`src/rtl/reg_file_dbg_ctrl_pkg.sv`:
```
// ---------------------------------------------------------------------------
// reg_dbg_pkg
// Shared definitions for the register-file debug controller: command opcode
// encodings, controller state encoding and default widths.
// No ports (package).
// ---------------------------------------------------------------------------
package reg_dbg_pkg;

  localparam int DATA_W_DEF  = 8;
  localparam int ADDR_W_DEF  = 4;
  localparam int HALT_TO_DEF = 255;

  typedef enum logic [1:0] {
    OP_READ  = 2'b00,
    OP_WRITE = 2'b01,
    OP_DUMP  = 2'b10,
    OP_CLEAR = 2'b11
  } dbg_op_e;

  typedef enum logic [2:0] {
    ST_IDLE = 3'd0,
    ST_REQ  = 3'd1,
    ST_EXEC = 3'd2,
    ST_RESP = 3'd3,
    ST_REL  = 3'd4
  } dbg_state_e;

endpackage

```
`src/rtl/reg_file_dbg_ctrl_if.sv`:
```
// ---------------------------------------------------------------------------
// reg_file_dbg_ctrl_if
// Command / response channels between the debug bridge (master) and the
// register-file debug controller (slave).
//   cmd_valid/cmd_ready  command handshake
//   cmd_op/addr/data     command payload (op: 00 READ 01 WRITE 10 DUMP 11 CLEAR)
//   rsp_valid/rsp_ready  response handshake
//   rsp_addr/data        register the response refers to and its data
//   rsp_last/rsp_err     final response of a command / timeout or protection
// ---------------------------------------------------------------------------
interface reg_file_dbg_ctrl_if #(
  parameter int DATA_W = 8,
  parameter int ADDR_W = 4
) ();

  logic              cmd_valid;
  logic              cmd_ready;
  logic [1:0]        cmd_op;
  logic [ADDR_W-1:0] cmd_addr;
  logic [DATA_W-1:0] cmd_data;

  logic              rsp_valid;
  logic              rsp_ready;
  logic [ADDR_W-1:0] rsp_addr;
  logic [DATA_W-1:0] rsp_data;
  logic              rsp_last;
  logic              rsp_err;

  modport master (
    output cmd_valid, cmd_op, cmd_addr, cmd_data, rsp_ready,
    input  cmd_ready, rsp_valid, rsp_addr, rsp_data, rsp_last, rsp_err
  );

  modport slave (
    input  cmd_valid, cmd_op, cmd_addr, cmd_data, rsp_ready,
    output cmd_ready, rsp_valid, rsp_addr, rsp_data, rsp_last, rsp_err
  );

endinterface

```
`src/rtl/reg_file_dbg_ctrl_halt.sv`:
```
// ---------------------------------------------------------------------------
// dbg_halt_handshake
// Owns the CPU halt request and the halt-acknowledge timeout.
//   clk, rst_n  clock / asynchronous active-low reset
//   start       pulse: raise dbg_req and start waiting for dbg_ack
//   drop        pulse: lower dbg_req (controller finished with the regfile)
//   dbg_ack     CPU halted
//   dbg_req     registered halt request
//   granted     pulse while waiting and dbg_ack is seen
//   timeout     pulse on the HALT_TO-th waiting cycle without dbg_ack
//   released    dbg_req low and dbg_ack low (halt fully released)
// ---------------------------------------------------------------------------
module dbg_halt_handshake #(
  parameter int HALT_TO = 255
) (
  input  logic clk,
  input  logic rst_n,
  input  logic start,
  input  logic drop,
  input  logic dbg_ack,
  output logic dbg_req,
  output logic granted,
  output logic timeout,
  output logic released
);

  localparam int CNT_W = (HALT_TO < 2) ? 1 : $clog2(HALT_TO + 1);

  logic             dbg_req_reg;
  logic             waiting_reg;
  logic [CNT_W-1:0] cnt_reg;

  // cnt_reg counts completed waiting cycles, so the HALT_TO-th waiting cycle
  // is the one where it still reads HALT_TO-1. An ack in that same cycle wins.
  assign granted  = waiting_reg & dbg_ack;
  assign timeout  = waiting_reg & ~dbg_ack & (cnt_reg == CNT_W'(HALT_TO - 1));
  assign released = ~dbg_req_reg & ~dbg_ack;
  assign dbg_req  = dbg_req_reg;

  always_ff @(posedge clk or negedge rst_n) begin
    if (!rst_n) begin
      dbg_req_reg <= 1'b0;
      waiting_reg <= 1'b0;
      cnt_reg     <= '0;
    end else if (start) begin
      dbg_req_reg <= 1'b1;
      waiting_reg <= 1'b1;
      cnt_reg     <= '0;
    end else begin
      if (drop) dbg_req_reg <= 1'b0;
      if (granted || timeout) waiting_reg <= 1'b0;
      else if (waiting_reg)   cnt_reg     <= cnt_reg + 1'b1;
    end
  end

endmodule

```
`src/rtl/reg_file_dbg_ctrl.sv`:
```
// ---------------------------------------------------------------------------
// reg_file_dbg_ctrl
// Debug access controller driving the CPU register file while the CPU is
// halted. Commands READ / WRITE / DUMP / CLEAR arrive on the slave side of
// reg_file_dbg_ctrl_if; results leave on its response channel.
// Ports:
//   clk, rst_n  clock / asynchronous active-low reset
//   dbg_if      command/response channels (slave modport)
//   dbg_req     halt request to CPU control; dbg_ack CPU halted
//   wp_mask     per-register write protect (only with DBG_WRITE_PROTECT_EN)
//   rf_addr/rf_we/rf_wr_data  register file write / X-read port
//   rf_rd_data  asynchronous X read data
// Build option: define DBG_WRITE_PROTECT_EN to honour wp_mask on WRITE/CLEAR.
// ---------------------------------------------------------------------------
module reg_file_dbg_ctrl
  import reg_dbg_pkg::*;
#(
  parameter int DATA_W  = DATA_W_DEF,
  parameter int ADDR_W  = ADDR_W_DEF,
  parameter int HALT_TO = HALT_TO_DEF
) (
  input  logic                 clk,
  input  logic                 rst_n,
  reg_file_dbg_ctrl_if.slave   dbg_if,
  output logic                 dbg_req,
  input  logic                 dbg_ack,
  input  logic [2**ADDR_W-1:0] wp_mask,
  output logic [ADDR_W-1:0]    rf_addr,
  output logic                 rf_we,
  output logic [DATA_W-1:0]    rf_wr_data,
  input  logic [DATA_W-1:0]    rf_rd_data
);

  localparam logic [ADDR_W-1:0] LAST_IDX = '1;

  dbg_state_e        state_reg;
  dbg_op_e           op_reg;
  logic [ADDR_W-1:0] addr_reg;
  logic [DATA_W-1:0] data_reg;
  logic [ADDR_W-1:0] idx_reg;
  logic              cmd_ready_reg;
  logic              rsp_valid_reg;
  logic [ADDR_W-1:0] rsp_addr_reg;
  logic [DATA_W-1:0] rsp_data_reg;
  logic              rsp_last_reg;
  logic              rsp_err_reg;
  logic [ADDR_W-1:0] rf_addr_reg;
  logic              rf_we_reg;
  logic [DATA_W-1:0] rf_wr_data_reg;
  logic              clr_skip_reg;   // a CLEAR skipped at least one protected register

  logic              start, drop, more_dump;
  logic              granted, timeout, released;
  logic [ADDR_W-1:0] idx_inc;
  logic              prot_addr, prot_first, prot_next;

  assign idx_inc   = idx_reg + 1'b1;
  assign start     = (state_reg == ST_IDLE) && dbg_if.cmd_valid;
  assign more_dump = (op_reg == OP_DUMP) && (idx_reg != LAST_IDX);
  assign drop      = (state_reg == ST_RESP) && dbg_if.rsp_ready && !more_dump;

`ifdef DBG_WRITE_PROTECT_EN
  assign prot_addr  = wp_mask[addr_reg];
  assign prot_first = wp_mask[0];
  assign prot_next  = wp_mask[idx_inc];
`else
  assign prot_addr  = 1'b0;
  assign prot_first = 1'b0;
  assign prot_next  = 1'b0;
  logic unused_wp;
  assign unused_wp = ^wp_mask;
`endif

  dbg_halt_handshake #(.HALT_TO(HALT_TO)) u_halt (
    .clk      (clk),
    .rst_n    (rst_n),
    .start    (start),
    .drop     (drop),
    .dbg_ack  (dbg_ack),
    .dbg_req  (dbg_req),
    .granted  (granted),
    .timeout  (timeout),
    .released (released)
  );

  // rf_* are registered: they are loaded on the edge that enters an EXEC
  // cycle, so the regfile sees them for exactly that cycle.
  always_ff @(posedge clk or negedge rst_n) begin
    if (!rst_n) begin
      state_reg      <= ST_IDLE;
      op_reg         <= OP_READ;
      addr_reg       <= '0;
      data_reg       <= '0;
      idx_reg        <= '0;
      cmd_ready_reg  <= 1'b1;
      rsp_valid_reg  <= 1'b0;
      rsp_addr_reg   <= '0;
      rsp_data_reg   <= '0;
      rsp_last_reg   <= 1'b0;
      rsp_err_reg    <= 1'b0;
      rf_addr_reg    <= '0;
      rf_we_reg      <= 1'b0;
      rf_wr_data_reg <= '0;
      clr_skip_reg   <= 1'b0;
    end else begin
      case (state_reg)
        ST_IDLE: begin
          if (dbg_if.cmd_valid) begin
            op_reg        <= dbg_op_e'(dbg_if.cmd_op);
            addr_reg      <= dbg_if.cmd_addr;
            data_reg      <= dbg_if.cmd_data;
            idx_reg       <= '0;
            cmd_ready_reg <= 1'b0;
            state_reg     <= ST_REQ;
          end
        end

        ST_REQ: begin
          if (granted) begin
            state_reg <= ST_EXEC;
            case (op_reg)
              OP_READ:  rf_addr_reg <= addr_reg;
              OP_WRITE: begin
                rf_addr_reg    <= addr_reg;
                rf_we_reg      <= ~prot_addr;
                rf_wr_data_reg <= data_reg;
              end
              OP_DUMP:  rf_addr_reg <= idx_reg;
              OP_CLEAR: begin
                rf_addr_reg    <= '0;
                rf_we_reg      <= ~prot_first;
                rf_wr_data_reg <= '0;
                clr_skip_reg   <= prot_first;
              end
            endcase
          end else if (timeout) begin
            state_reg     <= ST_RESP;
            rsp_valid_reg <= 1'b1;
            rsp_addr_reg  <= addr_reg;
            rsp_data_reg  <= '0;
            rsp_last_reg  <= 1'b1;
            rsp_err_reg   <= 1'b1;
          end
        end

        ST_EXEC: begin
          rf_we_reg      <= 1'b0;
          rf_addr_reg    <= '0;
          rf_wr_data_reg <= '0;
          case (op_reg)
            OP_READ: begin
              rsp_data_reg <= rf_rd_data;
              rsp_addr_reg <= addr_reg;
              rsp_last_reg <= 1'b1;
              rsp_err_reg  <= 1'b0;
            end
            OP_WRITE: begin
              rsp_data_reg <= data_reg;
              rsp_addr_reg <= addr_reg;
              rsp_last_reg <= 1'b1;
              rsp_err_reg  <= prot_addr;
            end
            OP_DUMP: begin
              rsp_data_reg <= rf_rd_data;
              rsp_addr_reg <= idx_reg;
              rsp_last_reg <= (idx_reg == LAST_IDX);
              rsp_err_reg  <= 1'b0;
            end
            OP_CLEAR: begin
              rsp_data_reg <= '0;
              rsp_addr_reg <= LAST_IDX;
              rsp_last_reg <= 1'b1;
              rsp_err_reg  <= clr_skip_reg;
            end
          endcase
          // CLEAR stays in EXEC, one register per cycle, until the last index
          if (op_reg == OP_CLEAR && idx_reg != LAST_IDX) begin
            idx_reg        <= idx_inc;
            rf_addr_reg    <= idx_inc;
            rf_we_reg      <= ~prot_next;
            clr_skip_reg   <= clr_skip_reg | prot_next;
          end else begin
            rsp_valid_reg <= 1'b1;
            state_reg     <= ST_RESP;
          end
        end

        ST_RESP: begin
          if (dbg_if.rsp_ready) begin
            rsp_valid_reg <= 1'b0;
            if (more_dump) begin
              idx_reg     <= idx_inc;
              rf_addr_reg <= idx_inc;
              state_reg   <= ST_EXEC;
            end else begin
              state_reg <= ST_REL;
            end
          end
        end

        ST_REL: begin
          if (released) begin
            cmd_ready_reg <= 1'b1;
            state_reg     <= ST_IDLE;
          end
        end

        default: state_reg <= ST_IDLE;
      endcase
    end
  end

  assign dbg_if.cmd_ready = cmd_ready_reg;
  assign dbg_if.rsp_valid = rsp_valid_reg;
  assign dbg_if.rsp_addr  = rsp_addr_reg;
  assign dbg_if.rsp_data  = rsp_data_reg;
  assign dbg_if.rsp_last  = rsp_last_reg;
  assign dbg_if.rsp_err   = rsp_err_reg;
  assign rf_addr          = rf_addr_reg;
  assign rf_we            = rf_we_reg;
  assign rf_wr_data       = rf_wr_data_reg;

endmodule

```
`src/flat_wrapper.sv`:
```
// flat-port wrapper written by rule: the top's interface ports become plain ports
module reg_file_dbg_ctrl_flat import reg_dbg_pkg::*;
#(
  parameter int DATA_W  = DATA_W_DEF,
  parameter int ADDR_W  = ADDR_W_DEF,
  parameter int HALT_TO = HALT_TO_DEF
)
  (clk, rst_n, dbg_req, dbg_ack, wp_mask, rf_addr, rf_we, rf_wr_data, rf_rd_data, dbg_if_cmd_valid, dbg_if_cmd_op, dbg_if_cmd_addr, dbg_if_cmd_data, dbg_if_rsp_ready, dbg_if_cmd_ready, dbg_if_rsp_valid, dbg_if_rsp_addr, dbg_if_rsp_data, dbg_if_rsp_last, dbg_if_rsp_err);
  reg_file_dbg_ctrl_if #(.DATA_W(DATA_W), .ADDR_W(ADDR_W)) dbg_if_i ();
  input  logic clk;
  input  logic rst_n;
  output logic dbg_req;
  input  logic dbg_ack;
  input  logic [2**ADDR_W-1:0] wp_mask;
  output logic [ADDR_W-1:0] rf_addr;
  output logic rf_we;
  output logic [DATA_W-1:0] rf_wr_data;
  input  logic [DATA_W-1:0] rf_rd_data;
  input wire logic [$bits(dbg_if_i.cmd_valid)-1:0] dbg_if_cmd_valid;
  input wire logic [$bits(dbg_if_i.cmd_op)-1:0] dbg_if_cmd_op;
  input wire logic [$bits(dbg_if_i.cmd_addr)-1:0] dbg_if_cmd_addr;
  input wire logic [$bits(dbg_if_i.cmd_data)-1:0] dbg_if_cmd_data;
  input wire logic [$bits(dbg_if_i.rsp_ready)-1:0] dbg_if_rsp_ready;
  output wire logic [$bits(dbg_if_i.cmd_ready)-1:0] dbg_if_cmd_ready;
  output wire logic [$bits(dbg_if_i.rsp_valid)-1:0] dbg_if_rsp_valid;
  output wire logic [$bits(dbg_if_i.rsp_addr)-1:0] dbg_if_rsp_addr;
  output wire logic [$bits(dbg_if_i.rsp_data)-1:0] dbg_if_rsp_data;
  output wire logic [$bits(dbg_if_i.rsp_last)-1:0] dbg_if_rsp_last;
  output wire logic [$bits(dbg_if_i.rsp_err)-1:0] dbg_if_rsp_err;
  assign dbg_if_i.cmd_valid = dbg_if_cmd_valid;
  assign dbg_if_i.cmd_op = dbg_if_cmd_op;
  assign dbg_if_i.cmd_addr = dbg_if_cmd_addr;
  assign dbg_if_i.cmd_data = dbg_if_cmd_data;
  assign dbg_if_i.rsp_ready = dbg_if_rsp_ready;
  assign dbg_if_cmd_ready = dbg_if_i.cmd_ready;
  assign dbg_if_rsp_valid = dbg_if_i.rsp_valid;
  assign dbg_if_rsp_addr = dbg_if_i.rsp_addr;
  assign dbg_if_rsp_data = dbg_if_i.rsp_data;
  assign dbg_if_rsp_last = dbg_if_i.rsp_last;
  assign dbg_if_rsp_err = dbg_if_i.rsp_err;
  reg_file_dbg_ctrl #(.DATA_W(DATA_W), .ADDR_W(ADDR_W), .HALT_TO(HALT_TO)) u_core (.clk(clk), .rst_n(rst_n), .dbg_if(dbg_if_i), .dbg_req(dbg_req), .dbg_ack(dbg_ack), .wp_mask(wp_mask), .rf_addr(rf_addr), .rf_we(rf_we), .rf_wr_data(rf_wr_data), .rf_rd_data(rf_rd_data));
endmodule
```
`config.mk`:
```
export PLATFORM = sky130hd
export DESIGN_NAME = reg_file_dbg_ctrl_flat
export DESIGN_NICKNAME = d
export VERILOG_FILES = /design/src/rtl/reg_file_dbg_ctrl_pkg.sv /design/src/rtl/reg_file_dbg_ctrl_if.sv /design/src/rtl/reg_file_dbg_ctrl_halt.sv /design/src/rtl/reg_file_dbg_ctrl.sv /design/src/flat_wrapper.sv
export SDC_FILE = /design/constraint.sdc
export NUM_CORES = 1
export LEC_CHECK = 0
export ABC_CLOCK_PERIOD_IN_PS = 2360
export BUFFER_PORTS_ARGS = -buffer_cell sky130_fd_sc_hd__buf_2
export CELL_PAD_IN_SITES_DETAIL_PLACEMENT = 2
export CELL_PAD_IN_SITES_GLOBAL_PLACEMENT = 2
export CORE_ASPECT_RATIO = 0.7
export CORE_UTILIZATION = 33
export CTS_CLUSTER_DIAMETER = 40
export CTS_CLUSTER_SIZE = 25
export DETAILED_ROUTE_END_ITERATION = 8
export PLACE_DENSITY_LB_ADDON = 0.1
export SETUP_SLACK_MARGIN = 0.5
export SLEW_MARGIN = 20
export SYNTH_ARGS = -nofsm -noshare
export SYNTH_HDL_FRONTEND = slang
export SYNTH_SLANG_ARGS = --single-unit
export TNS_END_PERCENT = 30
```
`constraint.sdc`:
```
create_clock -name clk -period 2.36 [get_ports clk]
set_input_delay 0.118 -clock clk [delete_from_list [all_inputs] [get_ports clk]]
set_output_delay 0.118 -clock clk [all_outputs]
set_load 0.01 [all_outputs]
```
== After elaboration in Yosys (flattened, before gate mapping) ==
Cells that the tools add are included.

* Add/subtract/negate cells: 2
* Eq/ne operators: 23
* Mux-type cells: 51
* Bitwise operators: 6
* Reduce and logical (&&, ||, !) cells: 31

{| class="wikitable"
|+ Operators by type and width
! cell !! number
|-
| $mux 8 || 6
|-
| $pmux 4 s3 || 4
|-
| $pmux 8 s2 || 3
|-
| $mux 4 || 8
|-
| $pmux 8 s3 || 1
|-
| $mux 3 || 7
|-
| $pmux 3 s5 || 1
|-
| $reduce_and 5->1 || 3
|-
| $mux 1 || 14
|-
| $ne 2x2->1 const B || 7
|-
| $reduce_and 3->1 || 4
|-
| $pmux 1 s2 || 5
|-
| $reduce_bool 2->1 || 5
|-
| $add 8x1->8 const B || 1
|-
| $eq 8x8->1 const B || 1
|-
| $ne 2x1->1 const B || 4
|-
| $pmux 4 s2 || 1
|-
| $eq 3x2->1 const B || 2
|-
| $reduce_bool 3->1 || 2
|-
| $reduce_or 2->1 || 3
|-
| $logic_and 1x1->1 || 5
|-
| $add 4x1->4 const B || 1
|-
| $and 1x1->1 || 4
|-
| $eq 2x2->1 const B || 2
|-
| 17 further kinds || 19
|}

* Register bits: 60
* Input bits: 43
* Output and inout bits: 30
* Word-level logic and storage cells: 130

== Logic depth before layout (Yosys ltp) ==
Gate-level depths: netlist (run 1).

* Depth after elaboration: 6
* Depth in mapped cells: 7
* Gate-level depth less buffers: 6

== Cells and area by module ==
Synthesis (run 1) repeated with hierarchy kept, for this count alone.

* Cells, all modules: 324
* Area, all modules: 3078.0 um^2

{| class="wikitable"
|+ Modules (own cells, without submodules)
! module !! times used !! cells an instance !! area an instance (um^2) !! sequential area each (um^2)
|-
| reg_file_dbg_ctrl || 1 || 264 || 2447.3 || 1252.5
|-
| dbg_halt_handshake || 1 || 60 || 630.6 || 250.2
|}

== Worst setup path after synthesis (run 1) ==
OpenSTA, ideal clock, no wires.

* Path kind: reg-to-reg
* Start: register u_core.idx_reg[0]
* End: register u_core.rf_addr_reg[0] (netlist: u_core.rf_addr[0])
* Library setup time: 0.125 ns
* Arrival time: 1.654 ns
* Data required time: 2.235 ns
* Path slack: 0.582 ns
* Cell stages (with the launch flop): 6
* Path buffers: 0
* Period minus slack after synthesis: 1.778 ns
* Cell sequence: dfrtp_1 -> ha_1 -> and3_1 -> nor3b_1 -> o31a_1 -> mux2_2

* Word-level cells in the longest chain between the ends: 4
* Elaborated cells on any way between the ends: 12
* Those cells by class: add/sub: 1; eq/ne: 2; mux: 6; reduce/logical: 3

{| class="wikitable"
|+ Ends and longest elaborated chain
! element !! RTL line !! text
|-
| start: declaration || reg_file_dbg_ctrl.sv:40 || <nowiki>logic [ADDR_W-1:0] idx_reg;</nowiki>
|-
| start signal: assignment || reg_file_dbg_ctrl.sv:178 || <nowiki>idx_reg <= idx_inc;</nowiki>
|-
| start signal: assignment || reg_file_dbg_ctrl.sv:192 || <nowiki>idx_reg <= idx_inc;</nowiki>
|-
| $add 4x1->4 or $ne 4x4->1 (tied branches) || reg_file_dbg_ctrl.sv:57, reg_file_dbg_ctrl.sv:59, reg_file_dbg_ctrl.sv:177 ||
|-
| $mux 4, or another cell as far along || reg_file_dbg_ctrl.sv:191 || <nowiki>if (more_dump) begin</nowiki>
|-
| $mux 4, or another cell as far along || reg_file_dbg_ctrl.sv:189 || <nowiki>if (dbg_if.rsp_ready) begin</nowiki>
|-
| $pmux 4 s3 or $reduce_and 4->1 (tied branches) || - ||
|-
| end signal: assignment || reg_file_dbg_ctrl.sv:122 || <nowiki>OP_READ: rf_addr_reg <= addr_reg;</nowiki>
|-
| end signal: assignment || reg_file_dbg_ctrl.sv:124 || <nowiki>rf_addr_reg <= addr_reg;</nowiki>
|-
| end signal: assignment || reg_file_dbg_ctrl.sv:193 || <nowiki>rf_addr_reg <= idx_inc;</nowiki>
|-
| end: declaration || reg_file_dbg_ctrl.sv:47 || <nowiki>logic [ADDR_W-1:0] rf_addr_reg;</nowiki>
|}

Parallel ways exist; a longest one is shown, timed or not. The select of a mux whose other input is x is not followed.
A chain may end at the register's enable or synchronous reset.

== Worst setup path in the final report (run 1) ==
* Start: register u_core.idx_reg[2]
* End: register u_core.idx_reg[3]

* Word-level cells in the longest chain between the ends: 4
* Elaborated cells on any way between the ends: 11
* Those cells by class: add/sub: 1; eq/ne: 3; mux: 4; reduce/logical: 3

{| class="wikitable"
|+ Ends and longest elaborated chain
! element !! RTL line
|-
| $add 4x1->4 or $ne 4x4->1 (tied branches) || reg_file_dbg_ctrl.sv:57, reg_file_dbg_ctrl.sv:59, reg_file_dbg_ctrl.sv:177
|-
| $mux 4, or another cell as far along || reg_file_dbg_ctrl.sv:191
|-
| $mux 4 or $ne 2x1->1 (tied branches) || -
|-
| $pmux 4 s3 or $reduce_and 5->1 (tied branches) || -
|}

Parallel ways exist; a longest one is shown, timed or not. The select of a mux whose other input is x is not followed.

==> impl_summary.log, run 1 <==
[metrics] PwrDens: 1380 nW/um^2
[metrics] antenna fix cells: 0
[metrics] routed wire length: 9410 um
[metrics] root buffer cell: clkbuf_16
[metrics] Placed Instance Area: 3640 um^2
[metrics] cell types occupying the most area after synthesis: dfrtp_1, mux2_2, o21ai_0
[metrics] Design Area, Final: 4000 um^2
[metrics] number of synthesized flops with an enable pin: 0
[metrics] number of cells produced by synthesis: 314
[metrics] Syn Std Cell Area: 3190 um^2
[metrics] slew at the pin closest to its max-slew limit: 0.644 ns
[metrics] Routability Congestion: 0.797
[metrics] total power consumption of the routed design: 0.00554 W
[metrics] largest clock skew in the final design: 0.00713 ns
[metrics] crit path launch type: flip-flop
[metrics] largest net degree at the start of global routing: 36
[metrics] H-Tree Level Count: 3
[metrics] Critical Path AT: 2.06 ns
[metrics] critical path start-end classification: flip-flop to flip-flop
[metrics] # fillers: 1014
[metrics] layout overhead on the synthesized area: 25.7%
[metrics] number of design rule violations left after detail routing: 0
[metrics] unrepaired setup endpoints after global routing: true
[metrics] overall die area: 10100 um^2
[metrics] CP max FO: 10
[metrics] clock sink count: 60
[metrics] post-synth top area share: 0.463
[metrics] largest buffer count on any clock path: 2
[metrics] Max IR drop VDD: 0.588 mV
[metrics] # Max-Cap Violations: 0
[metrics] Rows: 29
[metrics] flip-flop and latch count after synthesis: 60
[metrics] CP Data Required Time: 2.56 ns
[metrics] average wire length per cell after detail routing: 18.6 um
[metrics] Synth Area per Inst: 10.1 um^2
[metrics] run status: finished clean
[metrics] portion of the clock cycle consumed by the worst path in the final layout: 0.789
[metrics] sequential share of the synthesized area: 0.472
[metrics] total track usage: 0.206
[metrics] Clock Pin Slew Worst Setup and Hold Paths: 0.06 ns
[metrics] Starting DRT DRC Count: 128
[metrics] most frequent cells in the layout: dfrtp_1, buf_2, nor2_1, o21ai_0, nand2_1
[metrics] die height: 84.2 um
[metrics] Syn Nets: 360
[metrics] final setup violating endpoints: 0
[metrics] aggregate global routing overflow: 0
[metrics] via count of the first global-routing pass: 2980
[metrics] share of final-layout standard cells stronger than drive strength 1: 0.326
[metrics] proportion of synthesized flip-flops having asynchronous set or reset: 1.00
[metrics] Port-buffer cells: 56
[metrics] number of vias in the routed layout: 2686
[metrics] placeable core area: 9220 um^2
[metrics] dominant synthesized flop cell: dfrtp_1
[metrics] Ys Warns: 0
[metrics] leakage: 1.76 nW
[metrics] final sum of negative setup slack: 0 ns
[metrics] number of antenna violations at the first check in global routing: 1
[metrics] slowest CP cell: dfrtp_1
[metrics] Bufs and invs on worst path: 0
[metrics] post-DR vias/cell: 5.30
[metrics] max-slew violations: 0
[metrics] initial core utilization: 0.346
[metrics] leading cell type in the layout, fill and taps excluded: dfrtp_1
[metrics] critical path, cell by cell: nand3_1 > or4_1 > a311oi_1 > a21oi_1
[metrics] f_max: 0.537 GHz
[metrics] final critical-path required period: 1.86 ns
[metrics] number of buffers created by CTS: 9
[metrics] Top delay family on crit path: simple AND/OR/NAND/NOR gates
[metrics] ANT nets after route: 0
[metrics] TritonCTS clock tree: built
[metrics] post-DP HPWL: 6700 um
[metrics] post-synthesis cell type with the largest combined area: dfrtp_1
[metrics] CP endpoint kind: flip-flop
[metrics] worst relative slew slack: 0.571
[metrics] post-layout net count: 424
[metrics] post-synthesis cell type count: 59
[metrics] Ports: 73
[metrics] path class of the lowest-slack min-delay path: primary input to flip-flop
[metrics] iteration count of the initial detailed-routing pass: 4
[metrics] Final Hold Viols: 0
[metrics] first-pass GRT wire length: 15800 um
[metrics] clock network latency to the later pin of the worst-skew pair: 0.33 ns
[metrics] peak per-stage delay on the critical path: 0.55 ns
[metrics] chip width: 119 um
[metrics by stage]
step                utilization  hold WS (ns)  cells  setup slack (ns)
floorplan                     -        -0.178    314             0.582
global placement          0.395         0.199    488             0.382
detailed placement        0.395         0.187    488             0.327
CTS                       0.433       0.00316    506             0.489
global route              0.434        0.0139    507             0.403
finish                    0.434        0.0149    507             0.498
[layer usage]
layer  wire (um)  global-route usage
met2        4370               0.325
met1        4420               0.273
met5          10                   0
met4         108              0.0648
met3         505              0.0611
[area by class of cell]
cell class                 count  area (um^2)  area share
clock inverter                 4         48.8      0.0122
clock buffer                  12          246      0.0616
timing repair buffer          76          460       0.115
multi-input combinational    222         1550       0.388
inverter                       9         33.8     0.00844
sequential                    60         1510       0.376
tap                          124          155      0.0388
[report_power, final]
part | switching, W | internal [W] | total [W] | leakage [nW]
clock network | 0.000468 | 0.000844 | 0.00131 | 0.147
registers | 0.000415 | 0.00147 | 0.00188 | 0.738
logic | 0.00127 | 0.00107 | 0.00235 | 0.877
total | 0.00216 | 0.00338 | 0.00554 | 1.76
[synthesized netlist by cell type, drive strengths merged (3+ instances only)]
| cell | number |
|---|---|
| o31ai | 9 |
| o21ai | 24 |
| clkbuf | 7 |
| ha | 3 |
| o2bb2ai | 8 |
| nor2 | 27 |
| nor3 | 4 |
| nand2b | 6 |
| a22o | 9 |
| xnor2 | 4 |
| buf | 16 |
| xor2 | 5 |
| o22ai | 3 |
| mux2 | 21 |
| nor2b | 6 |
| a21oi | 20 |
| inv | 9 |
| nor4 | 5 |
| nand2 | 22 |
| dfrtp | 59 |
| nand3 | 4 |
| nand3b | 3 |
[worst paths after layout]
path                               startpoint                    end  slack [ns]  depth (start not counted)
setup / recovery            u_core.idx_reg[2]      u_core.idx_reg[3]        0.50                          4
hold / removal             dbg_if_cmd_data[7]     u_core.data_reg[7]        0.01                          2
setup reg to reg            u_core.idx_reg[2]      u_core.idx_reg[3]        0.50                          4
hold reg to reg             u_core.rf_addr[2]      u_core.rf_addr[2]        0.50                          1
max in group asynchronous               rst_n      u_core.idx_reg[0]        1.38                          3
min in group asynchronous               rst_n  u_core.u_halt.dbg_req        0.35                          2
[worst register-to-register path, stage by stage (launching register included)]
cell and delay, ns:
dfrtp_1 0.55, nand3_1 0.27, or4_1 0.47, a311oi_1 0.37
a21oi_1 0.07
[what timing repair did]
action,4_1_cts,5_1_grt
resized for setup,7,2
pin swaps,2,1
endpoints found under the setup margin,19,26
setup buffers,0,1
hold buffers,2,0
hold endpoints to repair,25,0
[cells by family after synthesis]
family | share of synthesized area
xor gates and xnor gates | 0.0247
DFF | 0.472
AOI/OAI and AO/OA | 0.191
and+or+nand+nor | 0.171
buffers and inverters | 0.0515
muxes | 0.0786
adders and majority gates | 0.0118
(Power assumes the default switching activity.)
==> inputs of run 2 (changes only) <==
- ABC_CLOCK_PERIOD_IN_PS: 2360 -> 1600
- CORE_UTILIZATION: 33 -> 30
- clock period: 2.36 -> 1.6 ns (I/O delays scaled with it)
==> run 2 against run 1 <==
  * The run now ends with negative setup slack left
  * Total power grew 79%
  * Global-route usage up 1.3 points
  * Sequential cell count unchanged
  * Setup slack worse by 0.59 ns
  * First-iteration DRC count decreased by 21%
  * Final area rose by 23%
  * Sequential share of layout area fell by 6.9 points
  * Critical path depth rose by 2
  * Cell count grew 15%
  * Worst hold slack worse by 0.0036 ns
  * Wire length is 25% higher
  * Largest cell class unchanged
==> impl_summary.log, run 2 (synthesis results as in run 1) <==
[metrics] antenna fix cells: 0 (unchanged)
[metrics] leading cell type in the layout, fill and taps excluded: buf_2
[metrics] worst relative slew slack: 0.693 (+0.122)
[metrics] number of vias in the routed layout: 3002 (+12%)
[metrics] ANT nets after route: 0 (unchanged)
[metrics] overall die area: 11000 um^2 (+9.8%)
[metrics] most frequent cells in the layout: buf_2, dfrtp_1, buf_4, nor2_1, nand2_1
[metrics] Fin Hold WS: 0.0113 ns (-0.00355 ns)
[metrics] post-layout net count: 491 (+16%)
[metrics] iteration count of the initial detailed-routing pass: 4 (unchanged)
[metrics] CP Data Required Time: 1.82 ns (-0.74 ns)
[metrics] Critical Path AT: 1.91 ns (-0.15 ns)
[metrics] average wire length per cell after detail routing: 20.1 um (+8.5%)
[metrics] slew at the pin closest to its max-slew limit: 0.458 ns (-0.186 ns)
[metrics] largest buffer count on any clock path: 2 (unchanged)
[metrics] final sum of negative setup slack: -0.937 ns (-0.937 ns)
[metrics] violations in the final reports: negative setup slack
[metrics] Setup WS post-layout: -0.0900 ns (-0.588 ns)
[metrics] share of final-layout standard cells stronger than drive strength 1: 0.482 (+0.156)
[metrics] final setup violating endpoints: 23 (+23)
[metrics] number of design rule violations left after detail routing: 0 (unchanged)
[metrics] layout overhead on the synthesized area: 54.2%
[metrics] crit path launch type: flip-flop
[metrics] first-pass GRT wire length: 18200 um (+15%)
[metrics] post-DR vias/cell: 5.16 (-2.6%)
[metrics] die height: 88.2 um (+4.8%)
[metrics] # Max-Cap Violations: 0 (unchanged)
[metrics] chip width: 125 um (+4.8%)
[metrics] critical path start-end classification: flip-flop to flip-flop
[metrics] CP endpoint kind: flip-flop
[metrics] path class of the lowest-slack min-delay path: primary input to flip-flop
[metrics] H-Tree Level Count: 3 (unchanged)
[metrics] Routability Congestion: 0.754 (-5.3%)
[metrics] leakage: 2.20 nW (+25%)
[metrics] placeable core area: 10300 um^2 (+12%)
[metrics] aggregate global routing overflow: 0 (unchanged)
[metrics] Port-buffer cells: 56 (unchanged)
[metrics] Clock Pin Slew Worst Setup and Hold Paths: 0.05 ns (about the same)
[metrics] root buffer cell: clkbuf_16
[metrics] post-DP HPWL: 7790 um (+16%)
[metrics] clock network latency to the later pin of the worst-skew pair: 0.33 ns (about the same)
[metrics] PwrDens: 2020 nW/um^2 (+46%)
[metrics] clock sink count: 60 (unchanged)
[metrics] via count of the first global-routing pass: 3274 (+9.9%)
[metrics] total power consumption of the routed design: 0.00992 W (+79%)
[metrics] TritonCTS clock tree: built
[metrics] final critical-path required period: 1.69 ns (-0.172 ns)
[metrics] Place WS: -0.151 ns (-0.477 ns)
[metrics] Max IR drop VDD: 0.654 mV (+11%)
[metrics] Ports: 73 (unchanged)
[metrics] Rows: 31 (+6.9%)
[metrics] largest net degree at the start of global routing: 61 (+69%)
[metrics] total track usage: 0.219 (+0.0133)
[metrics] largest clock skew in the final design: 0.00511 ns (-0.00202 ns)
[metrics] max-slew violations: 0 (unchanged)
[metrics] f_max: 0.592 GHz (+10%)
[metrics] CP max FO: 4 (-6)
[metrics] Final Hold Viols: 0 (unchanged)
[metrics] run status: complete, but fails checks
[metrics] number of antenna violations at the first check in global routing: 0 (-1)
[metrics] unrepaired setup endpoints after global routing: true
[metrics] end-of-flow core utilization: 0.476 (+0.0417)
[metrics] initial core utilization: 0.309 (-0.0369)
[metrics] Starting DRT DRC Count: 101 (-21%)
[metrics] routed wire length: 11700 um (+25%)
[metrics] number of buffers created by CTS: 9 (unchanged)
[metrics] portion of the clock cycle consumed by the worst path in the final layout: 1.06 (+0.267)
run 2: worst max-delay path: stages (launching register included):
cell and delay [ns]:
dfrtp_2 0.42, ha_4 0.18, and3_4 0.17, nor3b_4 0.20
o31a_1 0.17, buf_6 0.13, mux2_4 0.30
run 2: area by class of cell:
cell class	instances	area [um^2]
fillers	1056	5410
multi-input cells	222	1830
flip-flops and latches	60	1510
repair buffers	143	1060
clock buffers	12	246
well taps	132	165
clock inverters	4	72.6
inverters	9	33.8
run 2: path summary, 6_finish.rpt:
check / from / endpoint / slack, ns / cells past startpoint
setup / recovery: u_core.idx_reg[1] / u_core.rf_addr[2] / -0.09 / 6
hold reg to reg: u_core.rf_wr_data[1] / u_core.rf_wr_data[1] / 0.49 / 2
setup reg to reg: u_core.idx_reg[1] / u_core.rf_addr[2] / -0.09 / 6
max in group asynchronous: rst_n / u_core.dbg_if.cmd_ready / 1.00 / 3
hold / removal: dbg_if_cmd_addr[2] / u_core.addr_reg[2] / 0.01 / 2
min in group asynchronous: rst_n / u_core.rf_addr[0] / 0.30 / 3
run 2: repair_timing:
action                     CTS  global route
gates resized for setup     57            33
pin swaps                   26            19
hold buffers                14             0
cloned                       1             0
setup endpoints to repair   60            60
hold endpoints to repair    72             0
setup buffers               13             2
run 2: through the flow:
stage               instances  cell area, um^2
floorplan                 314             3280
finish                    582             4910
global placement          536             4030
detailed placement        536             4030
CTS                       580             4790
global route              582             4910
run 2: metal layers:
layer | GRT usage | vias to the layer above | part of all wire
met2 | 0.373 | 43 | 0.48
met4 | 0.0632 | 0 | 0.011
met3 | 0.0466 | 12 | 0.025
li1 | - | 1401 | -
met5 | 0 | - | 0
met1 | 0.285 | 1546 | 0.48
run 2: report_power, final:
part	internal [W]	leakage [nW]	switching, W
Clock	0.00140	0.153	0.000707
Combinational	0.00253	1.31	0.00254
Sequential	0.00217	0.736	0.000570
